==> config.mk <==
export PLATFORM = sky130hd
export DESIGN_NAME = panel_script_sequencer
export DESIGN_NICKNAME = d
export VERILOG_FILES = /design/src/rtl/panel_script_sequencer.sv
export SDC_FILE = /design/constraint.sdc
export NUM_CORES = 1
export LEC_CHECK = 0
export ABC_CLOCK_PERIOD_IN_PS = 7500
export BUFFER_PORTS_ARGS = -buffer_cell sky130_fd_sc_hd__buf_2
export CAP_MARGIN = 5
export CORE_UTILIZATION = 40
export CTS_CLUSTER_DIAMETER = 50
export DETAILED_ROUTE_END_ITERATION = 16
export PLACE_DENSITY = 0.56
export SLEW_MARGIN = 25
export SYNTH_ARGS = -nofsm -noshare
export SYNTH_HDL_FRONTEND = slang
export SYNTH_SLANG_ARGS = --single-unit
==> constraint.sdc <==
create_clock -name clk -period 7.5 [get_ports clk]
set_input_delay 0.375 -clock clk [delete_from_list [all_inputs] [get_ports clk]]
set_output_delay 0.375 -clock clk [all_outputs]
set_load 0.1 [all_outputs]
==> src/rtl/panel_script_sequencer.sv <==
// Front-panel script player: replays switch-register loads and key pulses, then monitors the CPU for pass/halt/timeout.
// PDP-8 bit 0 is the MSB: prog_data[14:12] is the opcode, prog_data[11:0] the SR value; address/sr_out likewise MSB-first.
module panel_script_sequencer #(
  parameter int NUM_STEPS     = 8,
  parameter int SETUP_CYCLES  = 4,
  parameter int PULSE_CYCLES  = 12,
  parameter int GAP_CYCLES    = 6000,
  parameter int TIMEOUT_W     = 32,
  parameter int AUTO_CONT_MAX = 0,
  localparam int AW = $clog2(NUM_STEPS)
) (
  input  logic                 clk,
  input  logic                 reset,
  input  logic                 prog_we,
  input  logic [AW-1:0]        prog_addr,
  input  logic [14:0]          prog_data,
  input  logic                 start,
  input  logic                 abort,
  input  logic [14:0]          pass_addr,
  input  logic [TIMEOUT_W-1:0] timeout,
  input  logic [14:0]          address,
  input  logic                 halted,
  output logic [11:0]          sr_out,
  output logic                 addr_load,
  output logic                 dep,
  output logic                 exam,
  output logic                 cont,
  output logic                 clear,
  output logic                 extd_addr,
  output logic                 busy,
  output logic                 pass,
  output logic [1:0]           fail_code,
  output logic [AW-1:0]        step_idx
);

  typedef enum logic [3:0] {
    S_IDLE, S_SETUP, S_PULSE, S_GAP, S_MON, S_ACP, S_ACG, S_PASS, S_FAIL
  } state_t;

  localparam logic [AW-1:0] IDX0    = '0;
  localparam logic [AW-1:0] IDX_END = AW'(NUM_STEPS - 1);
  localparam logic [5:0]    KEY_CONT = 6'b001000;

  state_t                 state_q;
  logic [14:0]            tbl_q [NUM_STEPS];
  logic [15:0]            ctr_q;
  logic [TIMEOUT_W-1:0]   mon_cnt_q;
  logic [7:0]             acont_q;
  logic [AW-1:0]          idx_q;
  logic [11:0]            sr_q;
  logic [5:0]             key_q;
  logic                   pass_q;
  logic [1:0]             fail_q;
  logic [2:0]             cur_op_d;
  logic [AW-1:0]          next_idx_d;

  assign busy = !(state_q == S_IDLE || state_q == S_PASS || state_q == S_FAIL);
  assign cur_op_d   = tbl_q[idx_q][14:12];
  assign next_idx_d = idx_q + 1'b1;

  // Table is deliberately not reset so a script survives a reset and can be re-run.
  always_ff @(posedge clk) begin
    if (prog_we && !busy) tbl_q[prog_addr] <= prog_data;
  end

  always_ff @(posedge clk or posedge reset) begin
    if (reset) begin
      state_q   <= S_IDLE;
      ctr_q     <= '0;
      mon_cnt_q <= '0;
      acont_q   <= '0;
      idx_q     <= '0;
      sr_q      <= '0;
      key_q     <= '0;
      pass_q    <= 1'b0;
      fail_q    <= 2'd0;
    end else if (busy && abort) begin
      state_q <= S_FAIL;
      fail_q  <= 2'd3;
      key_q   <= '0;
    end else begin
      case (state_q)
        S_IDLE, S_PASS, S_FAIL: begin
          if (start) begin
            idx_q   <= '0;
            pass_q  <= 1'b0;
            fail_q  <= 2'd0;
            acont_q <= '0;
            ctr_q   <= '0;
            sr_q    <= tbl_q[IDX0][11:0];
            state_q <= S_SETUP;
          end
        end
        S_SETUP: begin
          if (cur_op_d == 3'd0) begin
            mon_cnt_q <= '0;
            state_q   <= S_MON;
          end else if (ctr_q == 16'(SETUP_CYCLES - 1)) begin
            ctr_q <= '0;
            if (cur_op_d == 3'd7) begin
              state_q <= S_GAP;
            end else begin
              key_q   <= 6'b000001 << (cur_op_d - 3'd1);
              state_q <= S_PULSE;
            end
          end else begin
            ctr_q <= ctr_q + 1'b1;
          end
        end
        S_PULSE, S_ACP: begin
          if (ctr_q == 16'(PULSE_CYCLES - 1)) begin
            key_q   <= '0;
            ctr_q   <= '0;
            state_q <= (state_q == S_ACP) ? S_ACG : S_GAP;
          end else begin
            ctr_q <= ctr_q + 1'b1;
          end
        end
        S_GAP: begin
          if (ctr_q == 16'(GAP_CYCLES - 1)) begin
            ctr_q <= '0;
            // Finishing the last table entry ends the script rather than wrapping.
            if (idx_q == IDX_END) begin
              mon_cnt_q <= '0;
              state_q   <= S_MON;
            end else begin
              idx_q   <= next_idx_d;
              sr_q    <= tbl_q[next_idx_d][11:0];
              state_q <= S_SETUP;
            end
          end else begin
            ctr_q <= ctr_q + 1'b1;
          end
        end
        S_ACG: begin
          if (ctr_q == 16'(GAP_CYCLES - 1)) begin
            ctr_q   <= '0;
            state_q <= S_MON;
          end else begin
            ctr_q <= ctr_q + 1'b1;
          end
        end
        S_MON: begin
          mon_cnt_q <= mon_cnt_q + 1'b1;
          if (address == pass_addr) begin
            pass_q  <= 1'b1;
            state_q <= S_PASS;
          end else if (halted) begin
            if (32'(acont_q) < AUTO_CONT_MAX) begin
              acont_q <= acont_q + 1'b1;
              key_q   <= KEY_CONT;
              ctr_q   <= '0;
              state_q <= S_ACP;
            end else begin
              fail_q  <= 2'd1;
              state_q <= S_FAIL;
            end
          end else if (timeout != '0 && mon_cnt_q == timeout - 1'b1) begin
            fail_q  <= 2'd2;
            state_q <= S_FAIL;
          end
        end
        default: state_q <= S_IDLE;
      endcase
    end
  end

  assign {extd_addr, clear, cont, exam, dep, addr_load} = key_q;
  assign sr_out    = sr_q;
  assign pass      = pass_q;
  assign fail_code = fail_q;
  assign step_idx  = idx_q;

endmodule

# Word-level counts from Yosys, hierarchy flattened
# Memories as Yosys holds them, arrays and structs flattened.
# Cells that the tools add are included.
[word_totals] out_inout_bits=25 n_memories=1 mem_bits_rw=120 regBits=76 wordCells=123 in_bits=86
[op_classes] addsub=5 n_reduce_logical=25 shift=1 eq_ne=33 bitwise_logic=1 n_mux=49
[memory_table] memory="tbl_q" depth=8 width=15 rd=3 rd_clocked_by_memory_dff=0 write_ports=1 line="45" source="logic [14:0] tbl_q [NUM_STEPS];"
[ops] operator="$mux 32" count=3
[ops] operator="$pmux 32 s3" count=1
[ops] operator="$mux 16" count=5
[ops] operator="$pmux 16 s4" count=1
[ops] operator="$mux 4" count=10
[ops] operator="$mux 12" count=3
[ops] operator="$add 32x1->32 const B" count=1
[ops] operator="$eq 32x32->1" count=1
[ops] operator="$reduce_bool 32->1" count=1
[ops] operator="$sub 32x1->32 const B" count=1
[ops] operator="$mux 6" count=5
[ops] operator="$ne 3x3->1 const B" count=8
[ops] operator="$pmux 12 s2" count=1
[ops] operator="$pmux 4 s6" count=1
[ops] operator="$add 16x1->16 const B" count=1
[ops] operator="$eq 16x13->1 const B" count=1
[ops] operator="$eq 16x2->1 const B" count=1
[ops] operator="$eq 16x4->1 const B" count=1
[ops] operator="$eq 4x3->1 const B" count=4
[ops] operator="$eq 15x15->1" count=1
[ops] operator="$mux 3" count=5
[ops] operator="$reduce_and 5->1" count=3
[ops] operator="$ne 2x2->1 const B" count=7
[ops] operator="$pmux 6 s2" count=1
[ops] operator="other kinds (27)" count=47

# Depth between registers and ports, before layout
# Gate-level depths: netlist (run 1).
[depth] word_depth=8 depth_mapped=15 depth_no_buf=13

# Worst setup path after synthesis (run 1)
# OpenSTA, ideal clock, no wires.
[synth_path] path_kind="register -> register" startpoint="register idx_q[0], in the netlist step_idx[0]" endpoint="register mon_cnt_q[31]" path_stages_with_launch=15 setup_time_ns=0.130 slack_ns=3.021 path_buffers=3 arrival_ns=4.349 period_less_slack_ns=4.479 required_ns=7.370 cell_sequence="dfrtp_1 > clkbuf_1 > buf_2 > mux4_2 > mux2i_1 > ha_1 > mux2_2 > nand2_1 > a211o_1 > a2111oi_2 > and2_0 > clkbuf_1 > nand4_1 > xor2_1 > nor2_1"
[synth_via] elab_chain_cells=4 elab_cells_between_ends=6 classes_between="eq/ne (3); reduce/logical (2); memory (1)"
[synth_rtl] element="start: declaration" line="49" source="logic [AW-1:0] idx_q;"
[synth_rtl] element="start signal: assignment" line="127" source="idx_q <= next_idx_d;"
[synth_rtl] element="$mem_v2 8x15"
[synth_rtl] element="$logic_not 3->1" line="95" source="if (cur_op_d == 3'd0) begin"
[synth_rtl] element="$ne 2x2->1 (no source line)"
[synth_rtl] element="$reduce_and 5->1 (no source line) (*)"
[synth_rtl] element="end signal: assignment" line="144" source="mon_cnt_q <= mon_cnt_q + 1'b1;"
[synth_rtl] element="end: declaration" line="47" source="logic [TIMEOUT_W-1:0] mon_cnt_q;"
# Mark *: on every way between the ends. The rest lies on a longest branch, timed or not.
# A chain may end at the register's enable or synchronous reset.

# Worst setup path after layout (run 1)
[layout_path] startpoint="register idx_q[0], in the netlist step_idx[0]" endpoint="register mon_cnt_q[21]"
# The elaborated chain is that of the path after synthesis.

==> run_results.csv, run 1 <==
group,metric,value,unit
outcome,status,"complete, no violations",
floorplanning,start_util,40.84,%
sta,skew,0.01229,ns
cells_and_area,area_growth_syn_to_layout,15.54,%
critical_path,crit_top_cell,"nand2_1",
placed_design,gp_congestion,0.8526,
critical_path,required,7.77,ns
critical_path,worstPathMaxFanout,35,
cells_and_area,nets,1040,
clocking,clkTransAtPathRegs,0.07,ns
critical_path,critical_path.endpoint_type,"flop",
logic_synthesis,ys.flop_type,"edfxtp_1",
logic_synthesis,synth_cell_types,64,
sta,fin_tns_setup,0,ns
routing,drt.antenna.violating_nets,0,
global_route,gr-total-overflow,0,
sta,rsz0062_at_grt,"no",
clocking,ctsHtreeMaxLevel,4,
cells_and_area,drive_gt1_share,21.23,%
logic_synthesis,synth_fp_nets,935,
logic_synthesis,synth_seq_cells,196,
floorplanning,core,24320,um^2
logic_synthesis,synth-edff-count,120,
critical_path,worst_ep_arrival_time,4.82,ns
global_route,grt_max_degree,70,
sta,setup_violations,0,
logic_synthesis,avgSynthCellArea,11.78,um^2
power,p_leak,4.301,nW
logic_synthesis,syn_area,9933,um^2
routing,drtPass1Iterations,5,
routing,drt_iter0_drc,561,
floorplanning,rows,57,
sta,slew_violations,0,
clocking,cts_buffers,17,
clocking,cts-resized-gates,0,
critical_path,path_buf_inv,2,
placed_design,dp_hpwl,15050,um
power,pwr-share-seq,41.7,%
floorplanning,top_level_ports,111,
power,switching_share,37.43,%
floorplanning,die-area,25470,um^2
sta,finalCritPeriodShare,60.61,%
logic_synthesis,yosysWarnings,0,
power,clkPwrFrac,29.8,%
logic_synthesis,yosys.area.top_type,"edfxtp_1",
critical_path,crit_chain,"buf_4, mux4_2, mux2i_1, nand2_1, inv_1, ha_1, mux2_2, nand2_1, a211o_1, a2111oi_2, and2_0, nand4_1, xor2_1, nor2_1",
sta,hold_viol_final,0,
global_route,grt_pass1_vias,6687,
logic_synthesis,syn_inst,843,
cells_and_area,nFillCells,2245,
placed_design,port_buffers,110,
critical_path,start_kind,"flop",
critical_path,cp_top_family,"multiplexers",
clocking,hold_buffers,1,
clocking,clockBufferDepth,2,
power,p_int,1.991,mW
critical_path,max_stage_delay,0.68,ns
floorplanning,die_w,159.6,um
power,p_per_area,277.2,nW/um^2
global_route,grt.total_usage,18.02,%
clocking,postCtsSetupRepairBufs,0,
logic_synthesis,synth_top_area_share,36.28,%
global_route,antenna_found_initial,1,
power,p_switching,1.191,mW
clocking,cts_sinks,196,
clocking,cts_root_buf,"clkbuf_16",
sta,min_period,4.546,ns
critical_path,critPathKind,"flop to flop",
routing,vias_per_cell,5.337,
min_path,hold_class,"input port to flop",
power,total_power,3.182,mW
power,p_comb_share,28.5,%
routing,routed_wl,22140,um
sta,worstMarginPinSlew,0.9366,ns
routing,post_drt_wl_per_cell,17.22,um
cells_and_area,finalCoreUtilization,47.19,%
floorplanning,die_h,159.6,um
logic_synthesis,yosysSeqAreaShare,55.42,%
logic_synthesis,postSynth.asyncResetShare,38.78,%
routing,drc,0,
flow_run,maxCapViolCount,0,
clocking,cts_tree,"yes",
routing,via_count,6864,
power,peakVddDrop,154.7,uV
global_route,grt_pass1_wl,35940,um
clocking,clk-insertion-delay-late,0.43,ns
critical_path,cpMaxStageDelayCell,"a2111oi_2",
logic_synthesis,synth.area.top_cells,"edfxtp_1, dfrtp_1, mux4_2",
sta,fmax,220.0,MHz
sta,slew_headroom,37.56,%
[cell usage after synthesis (all sizes together) (7+ instances only)]
cell type  count
a21oi         22
a31oi          7
and2           7
and3          13
and4           7
clkbuf        31
dfrtp         76
edfxtp       120
inv           16
mux2i         23
mux4          30
nand2         74
nand2b        12
nand3         32
nand4         18
nor2          75
nor2b          7
nor3          16
nor4          21
o21ai         51
or2            8
or3           11
xnor2         33
xor2          53
[worst register-to-register path, delay by kind of cell (launching register included)]
family                     cells  cell delay, ns
muxes                          3            1.10
buffers and inverters          2            0.58
AOI/OAI and AO/OA              2            1.02
xor gates and xnor gates       1            0.17
adders and majority gates      1            0.21
DFF                            1            0.34
and+or+nand+nor                5            0.97
[metal layers]
metal  part of all wire [%]  GRT usage [%]  up-vias
li1                       -              -     3354
met1                     48          25.46     3316
met2                     46          28.60      182
met3                    4.7          3.412       12
met4                   0.84          4.414        0
met5                      0              0        -
[logic make-up (layout without fill, tap and decap cells)]
logic type / after synthesis / count (layout) / share of synthesized area [%]
and+or+nand+nor: 324 / 324 / 17.09
DFF: 196 / 196 / 55.42
AOI/OAI and AO/OA: 123 / 123 / 7.696
xor gates and xnor gates: 86 / 86 / 7.583
muxes: 55 / 55 / 9.346
buffers and inverters: 53 / 171 / 2.104
adders and majority gates: 6 / 6 / 0.7557
other: 0 / 1 / 0
[state kept, by name (all words and copies together) (netlist names)]
name,count
key_q,6
sr_out,12
mon_cnt_q,32
ctr_q,16
state_q,4
step_idx,3
pass,1
tbl_q,120
fail_code,2
[area by class of cell]
class / instances / area [um^2] / share of cell area [%]
clock inverter: 12 / 168.9 / 1.472
tap: 324 / 405.4 / 3.532
timing repair buffer: 123 / 650.6 / 5.669
clock buffer: 20 / 446.7 / 3.892
inverter: 16 / 61.31 / 0.5342
multi-input combinational: 594 / 4235 / 36.90
sequential: 196 / 5507 / 47.98
antenna: 1 / 2.502 / 0.02180
[path summary, 6_finish.rpt]
kind                       slack [ns]               startpoint  cells after the start                        end
setup / recovery                 2.95  step_idx[0]$_DFFE_PP0P_                     14  mon_cnt_q[21]$_DFFE_PP0P_
min in group asynchronous        0.37                    reset                      3      sr_out[0]$_DFFE_PP0P_
hold / removal                   0.21            prog_data[12]                      1     tbl_q[3][12]$_DFFE_PP_
hold reg to reg                  0.48    sr_out[7]$_DFFE_PP0P_                      2      sr_out[7]$_DFFE_PP0P_
setup reg to reg                 2.95  step_idx[0]$_DFFE_PP0P_                     14  mon_cnt_q[21]$_DFFE_PP0P_
max in group asynchronous        5.98                    reset                      4    step_idx[0]$_DFFE_PP0P_
[stage by stage]
step	instance area, um^2	hold slack, ns	setup WS, ns	instances
after floorplan	9933	0.4739	3.021	843
after global placement	10850	0.2621	2.976	1252
after detailed placement	10850	0.2617	2.884	1252
after CTS	11470	0.1975	2.875	1285
after global routing	11470	0.2105	2.581	1285
final	11480	0.2141	2.954	1286
[power by group through the flow]
stage,logic (mW),clock network [mW],registers [mW]
6_report,0.906,0.947,1.33
5_1_grt,0.976,1.01,1.34
4_1_cts,0.915,0.969,1.33
3_5_place_dp,0.914,0,1.35
3_3_place_gp,0.911,0,1.35
2_1_floorplan,0.384,0,1.65
[cells in the final DEF, fill, tap and decap left out, types with 11 or more instances in the layout]
cell       synthesis  final
edfxtp_1         120    120
buf_2              2    110
nor2_1            75     75
dfrtp_1           76     75
nand2_1           74     74
xor2_1            53     53
o21ai_0           50     50
xnor2_1           33     33
nand3_1           32     32
mux4_2            30     30
mux2i_1           23     23
a21oi_1           22     22
nand4_1           18     18
nor4_1            18     17
clkbuf_16          0     17
inv_1             16     15
and3_1            13     13
nor3_1            14     12
nand2b_1          12     12
buf_4              0     12
or3_1             11     11
Note: power is estimated with default switching activity, not from simulation.
==> run 2, diff against run 1 <==
ABC_AREA = 1   (was not set)
ABC_CLOCK_PERIOD_IN_PS = 4690   (was 7500)
clock period = 4.69 ns   (was 7.5 ns; I/O delays follow)
==> run 2 against run 1 <==
Effect of this change: final area increased by 8.0%; clock skew is essentially flat; total power increased by 91%; clock-buffer cell count down 3; worst setup slack got worse by 1.9 ns; synthesized cell count rose by 52%; fmax grew 24%; sequential power grew 59%; critical path depth did not move; wire length up 29%; core utilization is 0.15 points lower.
==> run_results.csv, run 2 <==
group,metric,value,unit
outcome,status,"complete, no violations",
clocking,cts-resized-gates,0,
cells_and_area,nFillCells,2592,
placed_design,placed_area,11760,um^2
global_route,gr-total-overflow,0,
logic_synthesis,synth_cell_types,53,
logic_synthesis,yosysSeqAreaShare,50.78,%
cells_and_area,multi_input_area,4720,um^2
cells_and_area,final_common_cell,"nand2_1",
cells_and_area,seq_area,5507,um^2
power,p_leak,5.093,nW
clocking,ctsHtreeMaxLevel,4,
placed_design,gp_congestion,0.8881,
cells_and_area,largestRegisters,"tbl_q (120), mon_cnt_q (32), ctr_q (16)",
min_path,hold_class,"input port to flop",
cells_and_area,drive_gt1_share,15.08,%
cells_and_area,area_growth_syn_to_layout,14.35,%
power,p_per_area,491.0,nW/um^2
critical_path,worst_ep_arrival_time,3.95,ns
global_route,grt.total_usage,21.11,%
logic_synthesis,ys.flop_type,"edfxtp_1",
critical_path,start_kind,"flop",
sta,worstMarginPinSlew,1.089,ns
logic_synthesis,synth_most_common_cell,"nand2_1",
floorplanning,top_level_ports,111,
min_path,hold_depth,1,
critical_path,reg2reg_depth,14,
floorplanning,die_w,166.6,um
critical_path,critical_path.endpoint_type,"flop",
sta,slew_violations,0,
logic_synthesis,postSynth.asyncResetShare,38.78,%
critical_path,max_stage_delay,0.65,ns
clocking,cts_tree,"yes",
floorplanning,start_util,41.14,%
sta,holdWs,0.06429,ns
sta,hold_viol_final,0,
placed_design,port_buffers,110,
cells_and_area,nets,1478,
routing,drc,0,
logic_synthesis,yosys.area.top_type,"edfxtp_1",
global_route,grt_max_degree,52,
logic_synthesis,synth_fp_nets,1370,
floorplanning,die-area,27770,um^2
routing,via_count,9192,
routing,drt_iter0_drc,754,
logic_synthesis,avgSynthCellArea,8.483,um^2
clocking,clkTransAtPathRegs,0.08,ns
routing,drt.antenna.violating_nets,0,
sta,rsz0062_at_grt,"no",
critical_path,path_buf_inv,3,
sta,fin_tns_setup,0,ns
cells_and_area,antennaDiodeCount,0,
critical_path,required,4.99,ns
cells_and_area,largest_reg_flops,120,
placed_design,post-place-ws,1.094,ns
global_route,antenna_found_initial,2,
clocking,cts_sinks,196,
critical_path,critPathKind,"flop to flop",
critical_path,rrSetupSlack,1.04,ns
critical_path,crit_chain,"inv_2, o21ai_0, o22ai_1, o21ai_0, inv_1, nor2_1, ha_1, nor2_1, nor2_1, nand2_2, nor2_2, inv_1, o21ai_0, a21oi_1",
floorplanning,core,26350,um^2
clocking,clockBufferDepth,2,
placed_design,dp_hpwl,20250,um
cells_and_area,regMostFlops,"tbl_q",
critical_path,worstPathMaxFanout,34,
critical_path,cpMaxStageDelayCell,"dfrtp_2",
clocking,cts_buffers,17,
sta,setup_violations,0,
critical_path,reg2reg_from,"step_idx[0]$_DFFE_PP0P_",
global_route,grt_pass1_wl,46040,um
routing,vias_per_cell,5.301,
routing,drtPass1Iterations,6,
floorplanning,rows,59,
critical_path,r2r_end,"mon_cnt_q[8]$_DFFE_PP0P_",
logic_synthesis,syn_inst,1278,
sta,min_period,3.652,ns
floorplanning,die_h,166.6,um
sta,finalCritPeriodShare,77.87,%
min_path,min_to,"tbl_q[0][0]$_DFFE_PP_",
logic_synthesis,synth.area.top_cells,"edfxtp_1, dfrtp_1, nand2_1",
logic_synthesis,syn_area,10840,um^2
sta,fmax,273.8,MHz
min_path,min_from,"prog_data[0]",
logic_synthesis,synth_seq_cells,196,
logic_synthesis,synth_common_cells,"nand2_1, nor2_1, edfxtp_1",
cells_and_area,mostFrequentLayoutCells,"nand2_1, nor2_1, edfxtp_1",
logic_synthesis,synth_top_area_share,33.24,%
cells_and_area,finalCoreUtilization,47.04,%
routing,post_drt_wl_per_cell,16.49,um
routing,routed_wl,28590,um
global_route,grt_pass1_vias,8848,
sta,fin_ws,1.038,ns
critical_path,cp_top_family,"simple AND/OR/NAND/NOR gates",
power,peakVddDrop,391.1,uV
clocking,cts_root_buf,"clkbuf_16",
logic_synthesis,yosysWarnings,0,
sta,skew,0.01260,ns
logic_synthesis,synth-edff-count,120,
sta,slew_headroom,27.16,%
cells_and_area,final_area,12400,um^2
flow_run,maxCapViolCount,0,
clocking,clk-insertion-delay-late,0.44,ns
run 2: cell types whose count changed after synthesis, moves of 23 or more:
| cell | delta |
|---|---|
| nand2_1 | +204 |
| nor2_1 | +131 |
| inv_1 | +95 |
| nand3_1 | +32 |
| o21ai_0 | +31 |
| mux4_2 | -30 |
| xor2_1 | -30 |
| mux2i_1 | -23 |
run 2: how the worst max path moves through the flow:
stage / start / to / slack [ns] / cells past startpoint
CTS: step_idx[0]$_DFFE_PP0P_ / mon_cnt_q[8]$_DFFE_PP0P_ / 1.08 / 14
floorplan: step_idx[0]$_DFFE_PP0P_ / mon_cnt_q[20]$_DFFE_PP0P_ / 1.56 / 16
finish: step_idx[0]$_DFFE_PP0P_ / mon_cnt_q[8]$_DFFE_PP0P_ / 1.04 / 14
detailed placement: step_idx[0]$_DFFE_PP0P_ / mon_cnt_q[8]$_DFFE_PP0P_ / 1.09 / 14
global route: step_idx[0]$_DFFE_PP0P_ / mon_cnt_q[8]$_DFFE_PP0P_ / 0.61 / 14
global placement: step_idx[0]$_DFFE_PP0P_ / mon_cnt_q[8]$_DFFE_PP0P_ / 1.22 / 14
run 2: logic make-up after synthesis:
kind of cell,Yosys count,synth area share (%)
flip-flops,196,50.78
XOR/XNOR,53,4.535
buffers and inverters,158,5.736
AO/OA/AOI/OAI,190,10.29
AND/OR/NAND/NOR,675,27.96
adder cells (fa/ha/maj),6,0.6924
run 2: stage by stage:
| stage | total power, mW | cells |
|---|---|---|
| after detailed placement | 4.563 | 1701 |
| after floorplan | 4.000 | 1278 |
| after global routing | 6.416 | 1734 |
| after CTS | 6.119 | 1734 |
| final | 6.087 | 1734 |
| after global placement | 4.559 | 1701 |
run 2: layer usage:
metal | global-route usage (%) | vias to the layer above | wire length [um]
met3 | 3.327 | 36 | 1213
met2 | 35.48 | 229 | 13660
met5 | 0 | - | 22
met1 | 28.45 | 4362 | 13300
met4 | 5.274 | 4 | 403
li1 | - | 4561 | -
run 2: repair_timing:
| action | 4_1_cts | 5_1_grt |
|---|---|---|
| endpoints found under the hold margin | 4 | 0 |
| setup endpoints to repair | 0 | 0 |
| buffers inserted | 0 | 0 |
| hold buffers | 1 | 0 |
run 2: layout make-up:
| class | count | share of cell area (%) |
|---|---|---|
| Sequential cell | 196 | 44.42 |
| Multi-Input combinational cell | 924 | 38.07 |
| Timing Repair Buffer | 125 | 5.369 |
| Inverter | 122 | 3.714 |
| Clock buffer | 17 | 3.432 |
| Tap cell | 335 | 3.381 |
| Clock inverter | 15 | 1.615 |
run 2: worst reg2reg max path: cells and delay by family (launching register included):
family / cells / cell delay, ns
compound gates: 5 / 0.78
buf+inv: 3 / 0.62
fa+ha+maj: 1 / 0.23
simple gates: 5 / 1.25
flops: 1 / 0.65
run 2: report_power, final:
group | internal, mW | switching, mW | total, mW
combinational | 0.558 | 1.86 | 2.42
sequential | 1.99 | 0.116 | 2.11
clock | 0.858 | 0.701 | 1.56
==> run 3, diff against run 2 <==
ABC_AREA = 0   (was 1)
ABC_CLOCK_PERIOD_IN_PS = 3800   (was 4690)
clock period = 3.8 ns   (was 4.69 ns; I/O delays follow)
==> run 3 against run 2 <==
Effect of this change: hold slack got worse by 0.036 ns; clock power increased by 22%; combinational power decreased by 25%; worst setup slack got worse by 0.63 ns; clock skew decreased by 0.0022 ns; sequential share of layout area increased by 3.2 points; sequential power increased by 23%; critical path type unchanged; largest cell class unchanged.
==> run_results.csv, run 3 (synthesized netlist as in run 1, its figures left out) <==
group,metric,value,unit
min_path,min_to,"tbl_q[4][2]$_DFFE_PP_",
routing,post_drt_wl_per_cell,16.98,um
routing,via_count,6855,
global_route,grt.total_usage,17.72,%
routing,drtPass1Iterations,4,
cells_and_area,final_common_cell,"edfxtp_1",
clocking,ctsHtreeMaxLevel,4,
placed_design,dp_hpwl,15120,um
sta,worstMarginPinSlew,0.8730,ns
cells_and_area,multi_input_area,4249,um^2
sta,fin_tns_setup,0,ns
sta,fin_ws,0.4039,ns
clocking,clockBufferDepth,2,
min_path,hold_class,"input port to flop",
critical_path,rrSetupSlack,0.40,ns
sta,finalCritPeriodShare,89.37,%
min_path,hold_depth,1,
floorplanning,die_w,159.6,um
clocking,cts_sinks,196,
critical_path,r2r_end,"mon_cnt_q[25]$_DFFE_PP0P_",
global_route,grt_pass1_wl,35330,um
cells_and_area,largest_reg_flops,120,
critical_path,reg2reg_from,"step_idx[0]$_DFFE_PP0P_",
cells_and_area,largestRegisters,"tbl_q (120), mon_cnt_q (32), ctr_q (16)",
floorplanning,rows,57,
clocking,postCtsSetupRepairBufs,0,
power,peakVddDrop,427.3,uV
power,total_power,6.317,mW
cells_and_area,mostFrequentLayoutCells,"edfxtp_1, buf_2, nor2_1",
global_route,gr-total-overflow,0,
routing,vias_per_cell,5.302,
cells_and_area,nets,1048,
critical_path,worstPathMaxFanout,12,
critical_path,worst_ep_arrival_time,3.71,ns
flow_run,maxCapViolCount,0,
outcome,status,"complete, no violations",
cells_and_area,finalCoreUtilization,47.58,%
cells_and_area,drive_gt1_share,22.29,%
clocking,clkTransAtPathRegs,0.08,ns
clocking,cts_root_buf,"clkbuf_16",
placed_design,port_buffers,110,
sta,fmax,294.5,MHz
routing,drc,0,
global_route,grt_pass1_vias,6735,
min_path,min_from,"prog_data[2]",
sta,setup_violations,0,
critical_path,required,4.12,ns
sta,slew_headroom,41.80,%
cells_and_area,seq_area,5508,um^2
routing,drt.antenna.violating_nets,0,
floorplanning,start_util,40.84,%
cells_and_area,area_growth_syn_to_layout,16.49,%
clocking,cts_buffers,17,
cells_and_area,antennaDiodeCount,0,
critical_path,reg2reg_depth,13,
critical_path,critPathKind,"flop to flop",
floorplanning,die_h,159.6,um
sta,hold_viol_final,0,
routing,drt_iter0_drc,466,
sta,rsz0062_at_grt,"no",
cells_and_area,nFillCells,2213,
sta,slew_violations,0,
power,p_per_area,546.0,nW/um^2
clocking,clk-insertion-delay-late,0.44,ns
floorplanning,core,24320,um^2
cells_and_area,regMostFlops,"tbl_q",
placed_design,gp_congestion,0.8800,
routing,routed_wl,21950,um
sta,skew,0.01035,ns
sta,min_period,3.396,ns
global_route,grt_max_degree,46,
global_route,antenna_found_initial,1,
clocking,cts_tree,"yes",
critical_path,critical_path.endpoint_type,"flop",
critical_path,start_kind,"flop",
placed_design,post-place-ws,0.1496,ns
power,p_leak,4.348,nW
floorplanning,die-area,25470,um^2
floorplanning,top_level_ports,111,
## run 3: cell count changes in the layout (fill, tap and decap cells not counted), sizes merged, moves of 30 or more
| cell | before | now |
|---|---|---|
| nand2 | 287 | 74 |
| nor2 | 228 | 75 |
| inv | 127 | 21 |
| o21ai | 92 | 51 |
| nand3 | 68 | 32 |
| mux4 | 0 | 30 |
| xor2 | 23 | 53 |
## run 3: cell type report
cell class              instances  area share, %
clock buffers                  17          3.676
repair buffers                131          6.142
inverters                      16         0.5298
flip-flops and latches        196          47.60
well taps                     324          3.503
multi-input cells             594          36.72
clock inverters                15          1.827
## run 3: how the worst max path moves through the flow
stage / depth (start not counted) / endpoint / from
floorplan: 15 / mon_cnt_q[31]$_DFFE_PP0P_ / step_idx[0]$_DFFE_PP0P_
global placement: 13 / mon_cnt_q[31]$_DFFE_PP0P_ / step_idx[0]$_DFFE_PP0P_
detailed placement: 13 / mon_cnt_q[31]$_DFFE_PP0P_ / step_idx[0]$_DFFE_PP0P_
CTS: 13 / mon_cnt_q[31]$_DFFE_PP0P_ / step_idx[0]$_DFFE_PP0P_
global route: 13 / mon_cnt_q[25]$_DFFE_PP0P_ / step_idx[0]$_DFFE_PP0P_
finish: 13 / mon_cnt_q[25]$_DFFE_PP0P_ / step_idx[0]$_DFFE_PP0P_
## run 3: per-stage QoR
stage	area (um^2)	cells	hold slack, ns
final	11570	1293	0.02804
after floorplan	9966	843	0.2889
after global placement	10920	1260	0.3805
after CTS	11570	1293	0.01050
after detailed placement	10920	1260	0.3906
after global routing	11570	1293	0.02418
## run 3: metal layers
metal,vias up,share of wire [%],GRT usage (%)
li1,3363,-,-
met1,3298,44,22.60
met2,173,49,30.51
met3,19,4.9,3.256
met4,2,1.4,5.507
met5,-,0.036,0
## run 3: worst max-delay path: stages (launching register included)
cell	delay (ns)
dfrtp_2	0.55
mux4_2	0.55
mux2i_1	0.19
nand2_1	0.10
inv_1	0.07
ha_1	0.20
mux2_2	0.17
nand2_1	0.05
a211o_1	0.35
a2111oi_4	0.38
and2_2	0.33
nand4_1	0.13
xor2_1	0.15
nor2_1	0.05
## run 3: power by group
| part | total [mW] | internal, mW | switching (mW) |
|---|---|---|---|
| Combinational | 1.82 | 0.418 | 1.41 |
| Sequential | 2.60 | 2.46 | 0.139 |
| Clock | 1.90 | 1.01 | 0.881 |
| Total | 6.32 | 3.89 | 2.43 |
## run 3: repair_timing
item,CTS,global route
hold buffers,1,0
gates resized for setup,0,2
hold endpoints to repair,44,0
endpoints found under the setup margin,0,8
